--- config.mk ---
export PLATFORM = sky130hd
export DESIGN_NAME = inst_fetch_queue
export DESIGN_NICKNAME = d
export VERILOG_FILES = /design/src/rtl/inst_fetch_queue.sv
export SDC_FILE = /design/constraint.sdc
export NUM_CORES = 1
export LEC_CHECK = 0
export CAP_MARGIN = 20
export CORE_ASPECT_RATIO = 0.7
export CORE_MARGIN = 5
export CORE_UTILIZATION = 30
export DETAILED_ROUTE_END_ITERATION = 10
export GPL_TIMING_DRIVEN = 1
export SLEW_MARGIN = 10
export SYNTH_ARGS = -nofsm -noshare
export SYNTH_HDL_FRONTEND = slang
export SYNTH_SLANG_ARGS = --single-unit
export TNS_END_PERCENT = 100
--- constraint.sdc ---
create_clock -name clk_in -period 3.78 [get_ports clk_in]
set_clock_uncertainty 0.2 [all_clocks]
set_input_delay 0.945 -clock clk_in [delete_from_list [all_inputs] [get_ports clk_in]]
set_output_delay 0.945 -clock clk_in [all_outputs]
set_load 0.02 [all_outputs]
--- src/rtl/inst_fetch_queue.sv ---
// Instruction fetch front end. It reads bytes over the byte-wide memory port
// and assembles them little-endian into 32-bit words. Completed words are kept
// with their PC in a circular queue that feeds the decode stage.
// Optional feature macro: FETCH_OPCHECK_EN. When it is defined, each word is
// checked against the supported opcodes on push, and inst_illegal is driven
// from the head entry.
module inst_fetch_queue #(
  parameter int unsigned QUEUE_DEPTH = 4,
  parameter logic [31:0] RESET_PC    = 32'h0
) (
  input  logic        clk_in,
  input  logic        rst_in,
  input  logic        rdy_in,
  output logic        mem_req,
  output logic [31:0] mem_addr,
  input  logic        mem_gnt,
  input  logic [7:0]  mem_din,
  input  logic        jump_en,
  input  logic [31:0] jump_pc,
  input  logic        inst_ready,
  output logic        inst_valid,
  output logic [31:0] inst_out,
  output logic [31:0] inst_pc,
  output logic        inst_illegal
);

  localparam int unsigned PTR_W = (QUEUE_DEPTH > 1) ? $clog2(QUEUE_DEPTH) : 1;
  localparam int unsigned CNT_W = PTR_W + 1;

  typedef enum logic {
    S_IDLE  = 1'b0,
    S_FETCH = 1'b1
  } state_t;

  state_t r_state;
  state_t w_state_nxt;

  // Fetch engine state
  logic [31:0] r_fetch_pc;
  logic [2:0]  r_issue_cnt;
  logic [1:0]  r_recv_cnt;
  logic [23:0] r_asm;
  logic [7:0]  r_last;
  logic        r_word_rdy;
  logic        r_pend;
  logic        r_drop;

  // Queue storage and pointers
  logic [31:0]      r_q_word [QUEUE_DEPTH];
  logic [31:0]      r_q_pc   [QUEUE_DEPTH];
  logic [PTR_W-1:0] r_head;
  logic [PTR_W-1:0] r_tail;
  logic [CNT_W-1:0] r_count;

  // Registered head view
  logic        r_inst_valid;
  logic [31:0] r_inst_out;
  logic [31:0] r_inst_pc;

  logic             w_redirect;
  logic             w_issue;
  logic             w_grant;
  logic             w_cap;
  logic             w_cap_last;
  logic             w_push;
  logic             w_pop;
  logic             w_enter;
  logic [31:0]      w_push_word;
  logic [PTR_W-1:0] w_head_nxt;
  logic [PTR_W-1:0] w_tail_nxt;
  logic [CNT_W-1:0] w_count_nxt;
  logic             w_head_from_push;
  logic [31:0]      w_head_word;
  logic [31:0]      w_head_pc;

  // Request, capture, push and pop qualifiers
  always_comb begin
    w_redirect  = jump_en & rdy_in;
    w_issue     = (r_state == S_FETCH) & rdy_in & ~jump_en & (r_issue_cnt < 3'd4);
    w_grant     = w_issue & mem_gnt;
    // Memory never stalls its return, so a byte is captured even when paused;
    // a redirect in the landing cycle discards it.
    w_cap       = r_pend & ~r_drop & ~w_redirect;
    w_cap_last  = w_cap & (r_recv_cnt == 2'd3);
    w_push      = (w_cap_last | r_word_rdy) & rdy_in & ~jump_en;
    w_pop       = r_inst_valid & inst_ready & rdy_in & ~jump_en;
    w_enter     = (r_state == S_IDLE) & (w_state_nxt == S_FETCH);
    w_push_word = r_word_rdy ? {r_last, r_asm} : {mem_din, r_asm};
  end

  assign mem_req  = w_issue;
  assign mem_addr = r_fetch_pc + 32'(r_issue_cnt);

  // FSM state register
  always_ff @(posedge clk_in) begin
    if (rst_in) begin
      r_state <= S_IDLE;
    end else begin
      r_state <= w_state_nxt;
    end
  end

  // FSM next state: fetch a word whenever a queue slot is free
  always_comb begin
    w_state_nxt = r_state;
    if (rdy_in) begin
      if (jump_en) begin
        w_state_nxt = S_IDLE;
      end else begin
        case (r_state)
          S_IDLE:  if (r_count < CNT_W'(QUEUE_DEPTH)) w_state_nxt = S_FETCH;
          S_FETCH: if (w_push) w_state_nxt = S_IDLE;
          default: w_state_nxt = S_IDLE;
        endcase
      end
    end
  end

  // Fetch engine: issue counting, byte assembly and PC advance
  always_ff @(posedge clk_in) begin
    if (rst_in) begin
      r_fetch_pc  <= RESET_PC;
      r_issue_cnt <= '0;
      r_recv_cnt  <= '0;
      r_asm       <= '0;
      r_last      <= '0;
      r_word_rdy  <= 1'b0;
      r_pend      <= 1'b0;
      r_drop      <= 1'b0;
    end else begin
      r_pend <= w_grant;
      r_drop <= w_redirect & r_pend;
      if (w_redirect) begin
        r_fetch_pc  <= jump_pc;
        r_issue_cnt <= '0;
        r_recv_cnt  <= '0;
        r_word_rdy  <= 1'b0;
      end else begin
        if (w_enter) begin
          r_issue_cnt <= '0;
          r_recv_cnt  <= '0;
        end else begin
          if (w_grant) r_issue_cnt <= r_issue_cnt + 3'd1;
          if (w_cap) begin
            r_recv_cnt <= r_recv_cnt + 2'd1;
            case (r_recv_cnt)
              2'd0: r_asm[7:0]   <= mem_din;
              2'd1: r_asm[15:8]  <= mem_din;
              2'd2: r_asm[23:16] <= mem_din;
              default: begin
                // Last byte landed while paused: hold it until the push can go
                if (!w_push) begin
                  r_last     <= mem_din;
                  r_word_rdy <= 1'b1;
                end
              end
            endcase
          end
        end
        if (w_push) begin
          r_fetch_pc <= r_fetch_pc + 32'd4;
          r_word_rdy <= 1'b0;
        end
      end
    end
  end

  // Queue pointer and occupancy next state; redirect flushes everything
  always_comb begin
    w_head_nxt  = r_head;
    w_tail_nxt  = r_tail;
    w_count_nxt = r_count;
    if (w_redirect) begin
      w_head_nxt  = '0;
      w_tail_nxt  = '0;
      w_count_nxt = '0;
    end else begin
      if (w_push) w_tail_nxt = r_tail + PTR_W'(1);
      if (w_pop)  w_head_nxt = r_head + PTR_W'(1);
      case ({w_push, w_pop})
        2'b10:   w_count_nxt = r_count + CNT_W'(1);
        2'b01:   w_count_nxt = r_count - CNT_W'(1);
        default: w_count_nxt = r_count;
      endcase
    end
  end

  // Next head entry, bypassing the entry being written when it becomes head
  always_comb begin
    w_head_from_push = w_push & (r_tail == w_head_nxt);
    w_head_word      = w_head_from_push ? w_push_word : r_q_word[w_head_nxt];
    w_head_pc        = w_head_from_push ? r_fetch_pc  : r_q_pc[w_head_nxt];
  end

  // Queue storage write
  always_ff @(posedge clk_in) begin
    if (w_push) begin
      r_q_word[r_tail] <= w_push_word;
      r_q_pc[r_tail]   <= r_fetch_pc;
    end
  end

  // Queue pointers and registered head view (zero while empty)
  always_ff @(posedge clk_in) begin
    if (rst_in) begin
      r_head       <= '0;
      r_tail       <= '0;
      r_count      <= '0;
      r_inst_valid <= 1'b0;
      r_inst_out   <= '0;
      r_inst_pc    <= '0;
    end else begin
      r_head       <= w_head_nxt;
      r_tail       <= w_tail_nxt;
      r_count      <= w_count_nxt;
      r_inst_valid <= (w_count_nxt != '0);
      r_inst_out   <= (w_count_nxt != '0) ? w_head_word : 32'h0;
      r_inst_pc    <= (w_count_nxt != '0) ? w_head_pc   : 32'h0;
    end
  end

  assign inst_valid = r_inst_valid;
  assign inst_out   = r_inst_out;
  assign inst_pc    = r_inst_pc;

`ifdef FETCH_OPCHECK_EN
  logic r_q_ill [QUEUE_DEPTH];
  logic r_inst_ill;
  logic w_push_ill;
  logic w_head_ill;

  function automatic logic op_illegal(input logic [6:0] op);
    case (op)
      7'b0010011, 7'b1100111, 7'b0000011, 7'b0100011, 7'b1100011,
      7'b0110111, 7'b0010111, 7'b1101111, 7'b0110011: op_illegal = 1'b0;
      default:                                        op_illegal = 1'b1;
    endcase
  endfunction

  // Opcode classification of the word being pushed and of the next head
  always_comb begin
    w_push_ill = op_illegal(w_push_word[6:0]);
    w_head_ill = w_head_from_push ? w_push_ill : r_q_ill[w_head_nxt];
  end

  // Illegal flag stored alongside each entry
  always_ff @(posedge clk_in) begin
    if (w_push) r_q_ill[r_tail] <= w_push_ill;
  end

  // Registered illegal flag of the head entry
  always_ff @(posedge clk_in) begin
    if (rst_in) begin
      r_inst_ill <= 1'b0;
    end else begin
      r_inst_ill <= (w_count_nxt != '0) ? w_head_ill : 1'b0;
    end
  end

  assign inst_illegal = r_inst_ill;
`else
  assign inst_illegal = 1'b0;
`endif

endmodule

Yosys cells after proc, flatten, opt, wreduce, memory -nomap -nowiden
Memories as Yosys holds them, arrays and structs flattened. A register that Yosys moved wholly into a read port is not among the register bits.
Cells that the tools add are included.
Cells by class
  $add $sub $neg: 8
  $lt $le $gt $ge: 2
  equality and inequality tests: 5
  multiplexer cells: 14
  bitwise gates (word level): 24
  reductions and logical operators: 13
Operators with widths (number)
  32-bit two-way mux: 3
  32-bit by 3-bit adder with 32-bit output: 1
  32-bit by 3-bit adder with 32-bit output, second input constant: 1
  1-bit AND: 15
  4-bit AND reduction: 3
  3-bit OR reduction: 3
  1-bit NOT: 8
  2-bit by 1-bit adder with 2-bit output, second input constant: 3
  3-bit by 1-bit adder with 3-bit output, second input constant: 2
  2-bit == test, second input constant: 3
  3-bit less-than comparator, second input constant: 2
  1-bit two-way mux: 6
  3-bit one-hot mux with 2 select lines: 1
  5-bit AND reduction: 1
  2-bit by 1-bit == test with 1-bit output, second input constant: 2
  2-bit two-way mux: 2
  2-bit OR reduction: 2
  3-bit two-way mux: 1
  3-bit AND reduction: 1
  3-bit nonzero test: 1
  3-bit by 1-bit subtractor with 3-bit output, second input constant: 1
  2-bit zero test: 1
  1-bit one-hot mux with 2 select lines: 1
  2-bit nonzero test: 1
  1-bit bitwise OR: 1
Word-level totals
  register bits: 81
  memory bits (writable): 256
  output and inout bits: 99
  memories: 2
Memory list
  r_q_pc: depth 4, width 32, read ports 1, clocked after Yosys merged registers in 1, write ports 1, line 50  | logic [31:0] r_q_pc [QUEUE_DEPTH];
  r_q_word: depth 4, width 32, read ports 1, clocked after Yosys merged registers in 1, write ports 1, line 49  | logic [31:0] r_q_word [QUEUE_DEPTH];

Logic depth before layout (Yosys ltp)
Gate-level depths: netlist (run 1).
  word-level depth: 14
  depth in mapped cells: 15
  depth with buffers taken out: 12

Least setup slack after synthesis (run 1)
Ideal clock, no wire load.
  path type: input -> register
  start point: input port rdy_in
  end point: memory r_q_pc[0][0], enable pin
  data arrival time: 3497 ps
  path slack: -346 ps
  stages on the path: 5
  path buffers: 2
  cells stage by stage: buf_2 nor2b_1 o21a_1 clkbuf_1 and2_1
On the way
  longest elaborated chain between the ends: 9
Ends and longest elaborated chain
  from (decl): line 13  | input logic rdy_in,
  1-bit AND: line 78  | w_redirect = jump_en & rdy_in;
  1-bit NOT (no source line)
  1-bit AND: line 83  | w_cap = r_pend & ~r_drop & ~w_redirect;
  1-bit AND: line 84  | w_cap_last = w_cap & (r_recv_cnt == 2'd3);
  1-bit bitwise OR: line 85  | w_push = (w_cap_last | r_word_rdy) & rdy_in & ~jump_en;
  1-bit AND (*) (2 in a row): line 85
  1-bit two-way mux (*): line 197  | if (w_push) begin
  1-bit two-way mux (not written as such) (*): line 199  | r_q_pc[r_tail] <= r_fetch_pc;
  to (decl): line 50
Mark *: on every way between the ends. The rest lies on a longest branch, timed or not.

Final worst setup path (run 1)
  start point: register r_fetch_pc[16]
  end point: output port mem_addr[26]
On the way
  longest elaborated chain between the ends: 1
Ends and longest elaborated chain
  from (decl): line 39  | logic [31:0] r_fetch_pc;
  from (signal assigned): line 134  | r_fetch_pc <= jump_pc;
  from (signal assigned): line 161  | r_fetch_pc <= r_fetch_pc + 32'd4;
  32-bit by 3-bit adder with 32-bit output: line 92  | assign mem_addr = r_fetch_pc + 32'(r_issue_cnt);
  to (decl): line 15  | output logic [31:0] mem_addr,
Every way passes these cells.

==> metrics.txt, run 1 <==
# TYPE chip_impl_metric gauge
chip_impl_metric{name="power.static_leakage",unit="nW"} 8.425
chip_impl_metric{name="clock_latency",unit="ns"} 0.54
chip_impl_metric{name="synth-edff-count",unit=""} 256
chip_impl_metric{name="synth-seq-cells",unit=""} 401
chip_impl_metric{name="initial_core_util",unit="%"} 30.34
chip_impl_metric{name="ys.warnings.count",unit=""} 0
chip_impl_metric{name="worst-slew-pin-transition",unit="ns"} 0.7066
chip_impl_metric{name="core_region_area",unit="sq um"} 53750
chip_impl_metric{name="cts-htree-levels",unit=""} 2
chip_impl_info{name="cp_startpoint",value="r_fetch_pc[16]$_SDFFE_PP0P_"} 1
chip_impl_metric{name="die_x",unit="um"} 288.7
chip_impl_info{name="end_kind",value="output pin"} 1
chip_impl_metric{name="worst_slew_margin_rel",unit="%"} 52.89
chip_impl_metric{name="gr-total-overflow",unit=""} 0
chip_impl_metric{name="cts-hold-fix-buffers",unit=""} 0
chip_impl_metric{name="critical_path_cell_count",unit=""} 8
chip_impl_metric{name="synth_sequential_area_ratio",unit="%"} 64.94
chip_impl_metric{name="vdd_drop_max",unit="mV"} 0.3133
chip_impl_metric{name="detailedRoute.firstIterationViolations",unit=""} 702
chip_impl_metric{name="timing_hold_violations_final",unit=""} 0
chip_impl_info{name="synth_top_family_by_area",value="multiplexers"} 1
chip_impl_metric{name="routed-via-count",unit=""} 10090
chip_impl_info{name="holdCritPathClass",value="register to register"} 1
chip_impl_metric{name="number_of_max_cap_violations",unit=""} 0
chip_impl_info{name="final_common_cell",value="sky130_fd_sc_hd__edfxtp_1"} 1
chip_impl_metric{name="areaGrowthSynthToFinish",unit="%"} 26.93
chip_impl_metric{name="postSynthAreaPerCell",unit="sq um"} 14.11
chip_impl_info{name="tritoncts",value="yes"} 1
chip_impl_metric{name="fp.dieArea",unit="sq um"} 59200
chip_impl_metric{name="worst_path_largest_cell_delay",unit="ns"} 0.51
chip_impl_metric{name="placed_cell_area",unit="sq um"} 19190
chip_impl_metric{name="power_density",unit="nW/um^2"} 424.8
chip_impl_info{name="crit_top_cell",value="sky130_fd_sc_hd__buf_4"} 1
chip_impl_metric{name="grt_max_degree",unit=""} 65
chip_impl_metric{name="number_of_input_and_output_port_buffers_inserted",unit=""} 143
chip_impl_metric{name="tritoncts_num_sinks",unit=""} 401
chip_impl_metric{name="number_of_nets_with_antenna_violations_after_detailed_routing",unit=""} 0
chip_impl_metric{name="drv_slew",unit=""} 0
chip_impl_info{name="timing.critical_path.from_type",value="register"} 1
chip_impl_metric{name="finalWeightedCongestion",unit=""} 0.8299
chip_impl_info{name="holdCritStartpoint",value="r_last[6]$_SDFFE_PP0P_"} 1
chip_impl_info{name="cpLargestDelayFamily",value="buffers and inverters"} 1
chip_impl_metric{name="first_pass_iters",unit=""} 5
chip_impl_info{name="cp_slowest_cell",value="sky130_fd_sc_hd__nor4_1"} 1
chip_impl_info{name="layout.cells.most_common_list",value="sky130_fd_sc_hd__edfxtp_1 (256), sky130_fd_sc_hd__mux2i_1 (227), sky130_fd_sc_hd__dfxtp_1 (134)"} 1
chip_impl_metric{name="detailed_place_hpwl",unit="um"} 26990
chip_impl_metric{name="finalCritPeriodShare",unit="%"} 103.5
chip_impl_metric{name="min_path_cells",unit=""} 2
chip_impl_metric{name="num-nets-final",unit=""} 1426
chip_impl_metric{name="global_route.usage.total",unit="%"} 14.06
chip_impl_metric{name="synth.area.mux_share",unit="%"} 14.49
chip_impl_metric{name="wl_per_cell",unit="um"} 20.07
chip_impl_metric{name="clock_slew_seen_by_the_registers_of_the_worst_setup_and_hold_paths",unit="ns"} 0.06
chip_impl_metric{name="avgViaCountPerCell",unit=""} 4.750
chip_impl_metric{name="worst-endpoint-arrival",unit="ns"} 2.77
chip_impl_metric{name="fin_area",unit="sq um"} 20700
chip_impl_metric{name="antennaDiodeCount",unit=""} 0
chip_impl_info{name="outcome",value="finished with violations"} 1
chip_impl_metric{name="placement_rows",unit=""} 71
chip_impl_metric{name="die_h",unit="um"} 205.1
chip_impl_metric{name="first_pass_grt_wire_length",unit="um"} 63540
chip_impl_info{name="dominantRegCellSynth",value="sky130_fd_sc_hd__edfxtp_1"} 1
chip_impl_metric{name="yosys.area_share.xor_xnor",unit="%"} 3.222
chip_impl_metric{name="setup_slack_at_placement",unit="ns"} -0.4442
chip_impl_info{name="worstReg2RegStart",value="r_recv_cnt[1]$_SDFFE_PP0P_"} 1
chip_impl_metric{name="maxClockFrequency",unit="MHz"} 255.6
chip_impl_metric{name="synth.net_count",unit=""} 1218
chip_impl_metric{name="synthesis.area",unit="sq um"} 16310
chip_impl_metric{name="yosys.area_share.simple",unit="%"} 6.360
chip_impl_info{name="violations",value="setup timing"} 1
chip_impl_metric{name="p_total",unit="mW"} 8.793
chip_impl_metric{name="syn_inst",unit=""} 1156
chip_impl_metric{name="layout_setup_ws",unit="ns"} -0.1325
chip_impl_info{name="timing_worst_setup_path_type",value="register to output pin"} 1
chip_impl_metric{name="worst-r2r-cell-count",unit=""} 13
chip_impl_info{name="timing.critical_path.cells",value="buf_4 > nand4_2 > buf_4 > nor4_1 > buf_4 > nand4_1 > xnor2_2 > buf_4"} 1
chip_impl_metric{name="drive_gt1_share",unit="%"} 18.72
chip_impl_metric{name="synth_cell_type_count",unit=""} 64
chip_impl_metric{name="tritoncts.num_buffers",unit=""} 38
chip_impl_metric{name="hold_ws",unit="ns"} 0.2916
chip_impl_metric{name="synth_adder_area_share",unit="%"} 1.320
chip_impl_metric{name="compound_gate_portion_of_the_synthesized_area",unit="%"} 6.606
chip_impl_metric{name="tmin_final",unit="ns"} 3.912
chip_impl_metric{name="critical_path.n_buffers_inverters",unit=""} 4
chip_impl_metric{name="ioPinCount",unit=""} 145
chip_impl_metric{name="cts_max_path_buffers",unit=""} 3
chip_impl_metric{name="grt_antenna_before_repair",unit=""} 2
chip_impl_metric{name="setup_viol",unit=""} 10
chip_impl_metric{name="asyncSetResetFlopFracSynth",unit="%"} 0
chip_impl_info{name="rsz0062_at_grt",value="true"} 1
chip_impl_metric{name="crit_path_max_fanout",unit=""} 8
chip_impl_metric{name="grt_pass1_vias",unit=""} 9927
chip_impl_info{name="cts.root.buffer_cell",value="sky130_fd_sc_hd__clkbuf_16"} 1
chip_impl_metric{name="routed_wl",unit="um"} 42620
chip_impl_metric{name="critPathRequiredTime",unit="ns"} 2.63
chip_impl_metric{name="drc",unit=""} 0
## where the power goes
| part | internal (mW) | switching, mW |
|---|---|---|
| Sequential | 4.66 | 0.0216 |
| Combinational | 0.149 | 0.215 |
| Clock | 2.10 | 1.65 |
| Total | 6.91 | 1.89 |
## area by class of cell
type                       count  area, sq um
fill                        5044        33050
sequential                   401        10600
clock buffer                  48        998.5
tap                          730        913.4
inverter                      16        60.06
multi-input combinational    659         5513
timing repair buffer         248         2402
clock inverter                22        209.0
## metal layers
layer	GRT usage (%)	part of all wire (%)	vias up
met5	0	0.063	-
met2	21.84	45	297
met3	3.971	7.0	42
li1	-	-	4722
met1	20.07	47	5023
met4	2.228	1.1	4
## cell usage after synthesis (all sizes together), types with 3 or more instances
cell	instances	share of area (%)
nand2	47	1.1
clkbuf	28	0.77
and3	6	0.24
a22o	64	3.4
edfxtp	256	47
buf	52	1.9
o21ai	20	0.61
nand3	13	0.43
nor2	61	1.4
nand4	15	0.61
and4	5	0.27
ha	14	1.1
mux2	8	0.55
dfxtp	145	18
a31oi	3	0.15
xor2	23	1.2
or4	3	0.14
nand2b	6	0.23
and2	12	0.46
a21oi	30	0.92
a31o	3	0.16
xnor2	37	2.0
nor4	14	0.74
a211oi	9	0.44
inv	15	0.35
mux2i	227	14
nor3	11	0.34
## final timing paths
kind / to / slack (ns)
min: r_last[6]$_SDFFE_PP0P_ / 0.29
min reg2reg: r_last[6]$_SDFFE_PP0P_ / 0.29
max: mem_addr[26] / -0.13
max reg2reg: inst_pc[28]$_SDFF_PP0_ / 0.21
## worst min-delay path: stages, from the launching register on
cell and delay, ns:
sky130_fd_sc_hd__dfxtp_1 0.32, sky130_fd_sc_hd__mux2i_1 0.06, sky130_fd_sc_hd__nor2_1 0.07
## timing repair
action	4_1_cts	5_1_grt
resized for setup	143	36
hold endpoints to repair	0	0
pin swaps	21	13
setup endpoints to repair	29	23
gates cloned	0	0
buffers inserted	6	4
## through the flow
stage	TNS [ns]	instances	util (%)
floorplan	-0.7109	1156	-
global placement	-20.67	2043	35.70
detailed placement	-25.79	2043	35.70
CTS	-1.168	2119	38.36
global route	-2.223	2124	38.51
finish	-0.8460	2124	38.51
## kinds of logic (layout without fill, tap and decap cells)
logic type / Yosys count / after routing
buffers and inverters: 96 / 334
flip-flops: 401 / 401
AO/OA/AOI/OAI: 145 / 145
AND/OR/NAND/NOR: 202 / 202
XOR/XNOR: 60 / 60
adder cells (fa/ha/maj): 16 / 16
multiplexers: 235 / 235
other: 1 / 1
## registers in the layout, indices dropped and copies added, names as in the netlist, 2 cells and up
register	flops
r_q_pc	128
r_q_word	128
inst_out	32
inst_pc	32
r_fetch_pc	32
r_asm	24
r_last	8
r_count	3
r_issue_cnt	3
r_head	2
r_recv_cnt	2
r_tail	2
(Power assumes the default switching activity.)
==> inputs of run 2 (changes only) <==
- CORE_UTILIZATION: 30 -> 44
- PLACE_DENSITY: default -> 0.66
==> run 2 against run 1 <==
  * The run still ends with setup timing left
  * Largest power group unchanged
  * Non-clock buffer count fell by 15
  * Routed wire length down 7.4%
  * Critical path depth up 1
  * Utilization is 17 points higher
  * Combinational power fell by 2%
  * Cell count decreased by 12%
  * Largest cell class unchanged
  * Die area is 31% lower
  * Critical path type unchanged
==> metrics.txt, run 2 (same netlist as run 1, synthesis figures left out) <==
# TYPE chip_impl_metric gauge
chip_impl_metric{name="timing_hold_violations_final",unit=""} 0
chip_impl_info{name="tritoncts",value="yes"} 1
chip_impl_metric{name="p_total",unit="mW"} 9.009
chip_impl_metric{name="avgViaCountPerCell",unit=""} 5.365
chip_impl_metric{name="initial_core_util",unit="%"} 44.18
chip_impl_info{name="final_common_cell",value="sky130_fd_sc_hd__edfxtp_1"} 1
chip_impl_info{name="outcome",value="finished with violations"} 1
chip_impl_metric{name="finalWeightedCongestion",unit=""} 0.8337
chip_impl_metric{name="global_route.usage.total",unit="%"} 18.92
chip_impl_metric{name="power.static_leakage",unit="nW"} 8.385
chip_impl_metric{name="filler_cell_count",unit=""} 2983
chip_impl_metric{name="routed_wl",unit="um"} 39470
chip_impl_metric{name="cts-htree-levels",unit=""} 2
chip_impl_metric{name="finalCritPeriodShare",unit="%"} 103.3
chip_impl_info{name="top_regs",value="r_q_pc (128), r_q_word (128)"} 1
chip_impl_metric{name="maxClockFrequency",unit="MHz"} 256.1
chip_impl_metric{name="hold_ws",unit="ns"} 0.2907
chip_impl_metric{name="drc",unit=""} 0
chip_impl_metric{name="relative_contribution_of_the_clock_network_to_total_power",unit="%"} 44.1
chip_impl_metric{name="first_pass_grt_wire_length",unit="um"} 59990
chip_impl_metric{name="die_x",unit="um"} 240.1
chip_impl_metric{name="detailed_place_hpwl",unit="um"} 24880
chip_impl_metric{name="gr-total-overflow",unit=""} 0
chip_impl_metric{name="tmin_final",unit="ns"} 3.905
chip_impl_metric{name="clock_latency",unit="ns"} 0.54
chip_impl_metric{name="combinationalPowerShare",unit="%"} 4.0
chip_impl_metric{name="crit_path_max_fanout",unit=""} 7
chip_impl_info{name="holdCritPathClass",value="register to register"} 1
chip_impl_info{name="end_kind",value="output pin"} 1
chip_impl_metric{name="tritoncts.num_buffers",unit=""} 39
chip_impl_metric{name="layout_setup_ws",unit="ns"} -0.1249
chip_impl_metric{name="drv_slew",unit=""} 0
chip_impl_metric{name="placement_rows",unit=""} 59
chip_impl_metric{name="power_density",unit="nW/um^2"} 443.3
chip_impl_info{name="rsz0062_at_grt",value="true"} 1
chip_impl_metric{name="antennaDiodeCount",unit=""} 0
chip_impl_metric{name="grt_antenna_before_repair",unit=""} 1
chip_impl_info{name="timing.critical_path.from_type",value="register"} 1
chip_impl_info{name="violations",value="setup timing"} 1
chip_impl_metric{name="cts-hold-fix-buffers",unit=""} 0
chip_impl_info{name="holdCritStartpoint",value="r_pend$_SDFF_PP0_"} 1
chip_impl_metric{name="first_pass_iters",unit=""} 6
chip_impl_metric{name="ioPinCount",unit=""} 145
chip_impl_metric{name="drive_gt1_share",unit="%"} 17.74
chip_impl_metric{name="worst-slew-pin-transition",unit="ns"} 1.108
chip_impl_metric{name="tritoncts_num_sinks",unit=""} 401
chip_impl_metric{name="core_region_area",unit="sq um"} 36910
chip_impl_info{name="timing_worst_setup_path_type",value="register to output pin"} 1
chip_impl_metric{name="seqPwrFrac",unit="%"} 51.9
chip_impl_metric{name="worst_slew_margin_rel",unit="%"} 25.79
chip_impl_metric{name="die_h",unit="um"} 171.1
chip_impl_metric{name="clock_slew_seen_by_the_registers_of_the_worst_setup_and_hold_paths",unit="ns"} 0.06
chip_impl_info{name="cts.root.buffer_cell",value="sky130_fd_sc_hd__clkbuf_16"} 1
chip_impl_info{name="layout.cells.most_common_list",value="sky130_fd_sc_hd__edfxtp_1 (256), sky130_fd_sc_hd__mux2i_1 (227), sky130_fd_sc_hd__dfxtp_1 (143)"} 1
chip_impl_metric{name="cts_max_path_buffers",unit=""} 3
chip_impl_info{name="crit_top_cell",value="sky130_fd_sc_hd__buf_4"} 1
chip_impl_metric{name="seq_area",unit="sq um"} 10590
chip_impl_metric{name="number_of_max_cap_violations",unit=""} 0
chip_impl_metric{name="setup_viol",unit=""} 11
chip_impl_metric{name="grt_max_degree",unit=""} 65
chip_impl_metric{name="number_of_input_and_output_port_buffers_inserted",unit=""} 143
chip_impl_metric{name="area_taken_by_multi_input_logic_gates",unit="sq um"} 5492
chip_impl_metric{name="worst_path_largest_cell_delay",unit="ns"} 0.31
chip_impl_info{name="cp_slowest_cell",value="sky130_fd_sc_hd__dfxtp_1"} 1
chip_impl_metric{name="grt_pass1_vias",unit=""} 9915
chip_impl_metric{name="number_of_nets_with_antenna_violations_after_detailed_routing",unit=""} 0
chip_impl_metric{name="switching_power_as_a_share_of_total_power",unit="%"} 20.39
chip_impl_metric{name="net_switching",unit="mW"} 1.837
chip_impl_metric{name="areaGrowthSynthToFinish",unit="%"} 24.62
chip_impl_metric{name="num-nets-final",unit=""} 1412
chip_impl_metric{name="worst-endpoint-arrival",unit="ns"} 2.76
chip_impl_metric{name="critPathRequiredTime",unit="ns"} 2.63
chip_impl_metric{name="vdd_drop_max",unit="mV"} 0.2661
chip_impl_metric{name="cell_internal_power",unit="mW"} 7.172
chip_impl_info{name="worstReg2RegStart",value="r_recv_cnt[1]$_SDFFE_PP0P_"} 1
chip_impl_info{name="timing.critical_path.cells",value="buf_4 > ha_1 > a21o_2 > a21oi_2 > nor2_1 > buf_4 > and3_1 > xor2_1 > clkdlybuf4s15_2"} 1
chip_impl_info{name="cp_startpoint",value="r_fetch_pc[1]$_SDFFE_PP0P_"} 1
chip_impl_metric{name="detailedRoute.firstIterationViolations",unit=""} 627
chip_impl_metric{name="wl_per_cell",unit="um"} 21.12
chip_impl_metric{name="routed-via-count",unit=""} 10030
chip_impl_metric{name="fp.dieArea",unit="sq um"} 41080
==> run 2: cell types whose count changed in the layout (fill, tap and decap cells not counted), sizes merged <==
cell and change:
clkdlybuf4s15 +3, buf -15, inv -1, clkinvlp -3, clkbuf +8, clkinv -6, dlygate4sd2 +1
==> run 2: final timing paths <==
| kind | end | slack, ns | cells after the start |
|---|---|---|---|
| worst max register to register | inst_pc[6]$_SDFF_PP0_ | 0.22 | 12 |
| worst min register to register | r_drop$_SDFF_PP0_ | 0.29 | 1 |
| worst max-delay path | mem_addr[13] | -0.12 | 9 |
| worst min-delay path | r_drop$_SDFF_PP0_ | 0.29 | 1 |
==> run 2: final cells by class <==
| class | instances | area share (%) |
|---|---|---|
| Clock buffer | 60 | 5.787 |
| Sequential cell | 401 | 52.12 |
| Timing Repair Buffer | 233 | 11.01 |
| Tap cell | 488 | 3.004 |
| Multi-Input combinational cell | 659 | 27.02 |
| Clock inverter | 12 | 0.7634 |
| Inverter | 16 | 0.2955 |
==> run 2: worst max-delay path, delay by kind of cell (launching register included) <==
kind | cells | cell delay, ns
buffers and inverters | 3 | 0.63
AO/OA/AOI/OAI | 2 | 0.46
AND/OR/NAND/NOR | 2 | 0.32
flip-flops | 1 | 0.31
adder cells (fa/ha/maj) | 1 | 0.29
XOR/XNOR | 1 | 0.21
==> run 2: per-stage QoR <==
stage	setup slack (ns)	cells	cell area (sq um)	utilization, %	TNS (ns)
6_report	-0.1249	1869	20320	55.06	-0.4739
5_1_grt	-0.2051	1869	20320	55.06	-2.582
4_1_cts	-0.1238	1864	20150	54.60	-0.7138
2_1_floorplan	-0.01862	1156	16350	-	-0.7109
3_5_place_dp	-0.4586	1792	18760	50.81	-29.20
3_3_place_gp	-0.3760	1792	18760	50.81	-24.08
==> run 2: per-layer routing <==
metal	up-vias	part of all wire, %	global-route usage, %	wire, um
met2	320	46	30.18	18070
met4	0	1.8	4.339	720
met1	4946	46	27.29	18260
li1	4699	-	-	-
met5	-	0	0	0
met3	62	6.1	3.416	2413
==> run 2: power by group through the flow <==
stage	Combinational (mW)	Clock (mW)	Sequential [mW]
floorplan	0.160	0	4.78
global placement	0.353	0	4.77
detailed placement	0.354	0	4.77
CTS	0.351	4.05	4.68
global route	0.380	4.24	4.68
finish	0.357	3.97	4.68
==> run 2: repair_timing <==
action                                  4_1_cts  5_1_grt
buffers inserted                              0        4
resized for setup                           132       32
cloned                                        0        1
pin swaps                                     9       16
endpoints found under the hold margin         0        0
endpoints found under the setup margin       30       52
==> inputs of run 3 (changes only) <==
- CTS_BUF_LIST: default -> sky130_fd_sc_hd__clkbuf_2 sky130_fd_sc_hd__clkbuf_4 sky130_fd_sc_hd__clkbuf_8
==> run 3 against run 2 <==
  * The flow still finishes with violations (setup timing)
  * Largest cell class unchanged
  * Worst setup slack got worse by 0.043 ns
  * Critical path type unchanged
  * Clock power shrank 13%
  * Largest power group unchanged
  * Routed wire length rose by 1.6%
  * Maximum frequency fell by 1.1%
  * Sequential share of layout area up 0.37 points
  * Clock-buffer cell count rose by 31
==> metrics.txt, run 3 (same netlist as run 1, synthesis figures left out) <==
# TYPE chip_impl_metric gauge
chip_impl_info{name="outcome",value="finished with violations"} 1
chip_impl_info{name="violations",value="setup timing"} 1
chip_impl_metric{name="setup_viol",unit=""} 14
chip_impl_info{name="cp_slowest_cell",value="sky130_fd_sc_hd__dfxtp_2"} 1
chip_impl_metric{name="number_of_input_and_output_port_buffers_inserted",unit=""} 143
chip_impl_metric{name="clock_slew_seen_by_the_registers_of_the_worst_setup_and_hold_paths",unit="ns"} 0.06
chip_impl_metric{name="worst-r2r-cell-count",unit=""} 13
chip_impl_metric{name="tritoncts.num_buffers",unit=""} 58
chip_impl_info{name="timing.critical_path.cells",value="ha_4 > inv_2 > fa_2 > nand2b_4 > a211oi_2 > buf_4 > nand2_8 > nor4_2 > xor2_1 > buf_4"} 1
chip_impl_info{name="crit_top_cell",value="sky130_fd_sc_hd__buf_4"} 1
chip_impl_metric{name="critical_path.n_buffers_inverters",unit=""} 3
chip_impl_metric{name="worst_slew_margin_rel",unit="%"} 25.41
chip_impl_metric{name="number_of_nets_with_antenna_violations_after_detailed_routing",unit=""} 0
chip_impl_metric{name="detailed_place_hpwl",unit="um"} 24880
chip_impl_metric{name="critical_path_cell_count",unit=""} 10
chip_impl_metric{name="gr-total-overflow",unit=""} 0
chip_impl_metric{name="power.static_leakage",unit="nW"} 8.389
chip_impl_info{name="holdCritPathClass",value="register to register"} 1
chip_impl_metric{name="drc",unit=""} 0
chip_impl_metric{name="placement_rows",unit=""} 59
chip_impl_info{name="final_common_cell",value="sky130_fd_sc_hd__edfxtp_1"} 1
chip_impl_info{name="cpLargestDelayFamily",value="simple AND/OR/NAND/NOR gates"} 1
chip_impl_info{name="rsz0062_at_grt",value="true"} 1
chip_impl_metric{name="post-route-util",unit="%"} 54.69
chip_impl_info{name="timing.critical_path.from_type",value="register"} 1
chip_impl_metric{name="layout_setup_ws",unit="ns"} -0.1683
chip_impl_metric{name="finalWeightedCongestion",unit=""} 0.8337
chip_impl_metric{name="routed-via-count",unit=""} 10160
chip_impl_metric{name="worst-slew-pin-transition",unit="ns"} 1.114
chip_impl_info{name="timing_worst_setup_path_type",value="register to output pin"} 1
chip_impl_metric{name="worst-endpoint-arrival",unit="ns"} 2.80
chip_impl_metric{name="cts-htree-levels",unit=""} 2
chip_impl_metric{name="min_path_cells",unit=""} 2
chip_impl_metric{name="cts_max_path_buffers",unit=""} 3
chip_impl_metric{name="die_x",unit="um"} 240.1
chip_impl_metric{name="p_total",unit="mW"} 8.516
chip_impl_metric{name="power_density",unit="nW/um^2"} 421.9
chip_impl_metric{name="num-nets-final",unit=""} 1429
chip_impl_metric{name="grt_antenna_before_repair",unit=""} 0
chip_impl_metric{name="maxClockFrequency",unit="MHz"} 253.3
chip_impl_metric{name="grt_max_degree",unit=""} 65
chip_impl_info{name="end_kind",value="output pin"} 1
chip_impl_metric{name="placed_cell_area",unit="sq um"} 18760
chip_impl_metric{name="finalCritPeriodShare",unit="%"} 104.5
chip_impl_metric{name="grt_pass1_vias",unit=""} 10170
chip_impl_metric{name="tritoncts_num_sinks",unit=""} 401
chip_impl_metric{name="fp.dieArea",unit="sq um"} 41080
chip_impl_metric{name="worst_path_largest_cell_delay",unit="ns"} 0.36
chip_impl_info{name="cts.root.buffer_cell",value="sky130_fd_sc_hd__clkbuf_8"} 1
chip_impl_metric{name="number_of_max_cap_violations",unit=""} 0
chip_impl_metric{name="critPathRequiredTime",unit="ns"} 2.63
chip_impl_info{name="tritoncts",value="yes"} 1
chip_impl_metric{name="instance_count_after_placement_with_tap_cells_included",unit=""} 1792
chip_impl_metric{name="tmin_final",unit="ns"} 3.948
chip_impl_metric{name="filler_cell_count",unit=""} 2989
chip_impl_metric{name="vdd_drop_max",unit="mV"} 0.2088
chip_impl_metric{name="first_pass_grt_wire_length",unit="um"} 60700
chip_impl_metric{name="first_pass_iters",unit=""} 5
chip_impl_metric{name="drive_gt1_share",unit="%"} 20.58
chip_impl_info{name="top_regs",value="r_q_pc (128), r_q_word (128)"} 1
chip_impl_metric{name="avgViaCountPerCell",unit=""} 5.341
chip_impl_metric{name="die_h",unit="um"} 171.1
chip_impl_info{name="layout.cells.most_common_list",value="sky130_fd_sc_hd__edfxtp_1 (256), sky130_fd_sc_hd__mux2i_1 (227), sky130_fd_sc_hd__dfxtp_1 (140)"} 1
chip_impl_metric{name="global_route.usage.total",unit="%"} 19.15
chip_impl_metric{name="core_region_area",unit="sq um"} 36910
chip_impl_metric{name="clock_latency",unit="ns"} 0.62
chip_impl_metric{name="initial_core_util",unit="%"} 44.18
chip_impl_metric{name="timing_hold_violations_final",unit=""} 0
chip_impl_metric{name="antennaDiodeCount",unit=""} 0
chip_impl_metric{name="crit_path_max_fanout",unit=""} 6
chip_impl_metric{name="wl_per_cell",unit="um"} 21.08
chip_impl_metric{name="routed_wl",unit="um"} 40100
chip_impl_metric{name="detailedRoute.firstIterationViolations",unit=""} 625
chip_impl_metric{name="hold_ws",unit="ns"} 0.2927
chip_impl_metric{name="cts-hold-fix-buffers",unit=""} 0
chip_impl_metric{name="ioPinCount",unit=""} 145
chip_impl_metric{name="fin_area",unit="sq um"} 20190
chip_impl_metric{name="drv_slew",unit=""} 0
chip_impl_metric{name="final_cells",unit=""} 1902
chip_impl_metric{name="areaGrowthSynthToFinish",unit="%"} 23.79
-- run 3: repair_timing --
| item | 4_1_cts | 5_1_grt |
|---|---|---|
| pin swaps | 10 | 19 |
| setup buffers | 0 | 3 |
| setup endpoints to repair | 30 | 28 |
| resized for setup | 144 | 49 |
-- run 3: final timing paths --
path                                             startpoint                endpoint  slack [ns]
worst max-delay path            r_issue_cnt[0]$_SDFFE_PP0P_            mem_addr[30]       -0.17
worst min-delay path                 r_last[5]$_SDFFE_PP0P_  r_last[5]$_SDFFE_PP0P_        0.29
worst max register to register   r_recv_cnt[1]$_SDFFE_PP0P_  inst_pc[23]$_SDFF_PP0_        0.21
worst min register to register       r_last[5]$_SDFFE_PP0P_  r_last[5]$_SDFFE_PP0P_        0.29
-- run 3: final cells by class --
class / instances / area, sq um / share of cell area, %
flip-flops and latches: 401 / 10600 / 52.49
multi-input cells: 659 / 5550 / 27.49
repair buffers: 231 / 2202 / 10.91
clock buffers: 91 / 1065 / 5.274
well taps: 488 / 610.6 / 3.024
clock inverters: 16 / 103.9 / 0.5144
inverters: 16 / 60.06 / 0.2975
-- run 3: power breakdown --
part | switching [mW] | total (mW) | internal, mW
sequential | 0.0216 | 4.68 | 4.66
combinational | 0.209 | 0.362 | 0.153
clock | 1.62 | 3.47 | 1.86
-- run 3: per-stage QoR --
stage	TNS [ns]	setup slack [ns]
6_report	-1.561	-0.1683
4_1_cts	-3.111	-0.2320
3_3_place_gp	-24.08	-0.3760
3_5_place_dp	-29.20	-0.4586
2_1_floorplan	-0.7109	-0.01862
5_1_grt	-3.912	-0.3102
-- run 3: worst min-delay path: cells and delay by family (launching register included) --
kind,cells,cell delay [ns]
flops,1,0.32
mux,1,0.06
simple gates,1,0.07
-- run 3: layer usage --
metal | vias up | wire length (um) | GRT usage (%)
met3 | 58 | 2625 | 4.109
met4 | 0 | 730 | 4.783
li1 | 4727 | - | -
met5 | - | 0 | 0
met1 | 5049 | 18280 | 27.03
met2 | 324 | 18470 | 30.56
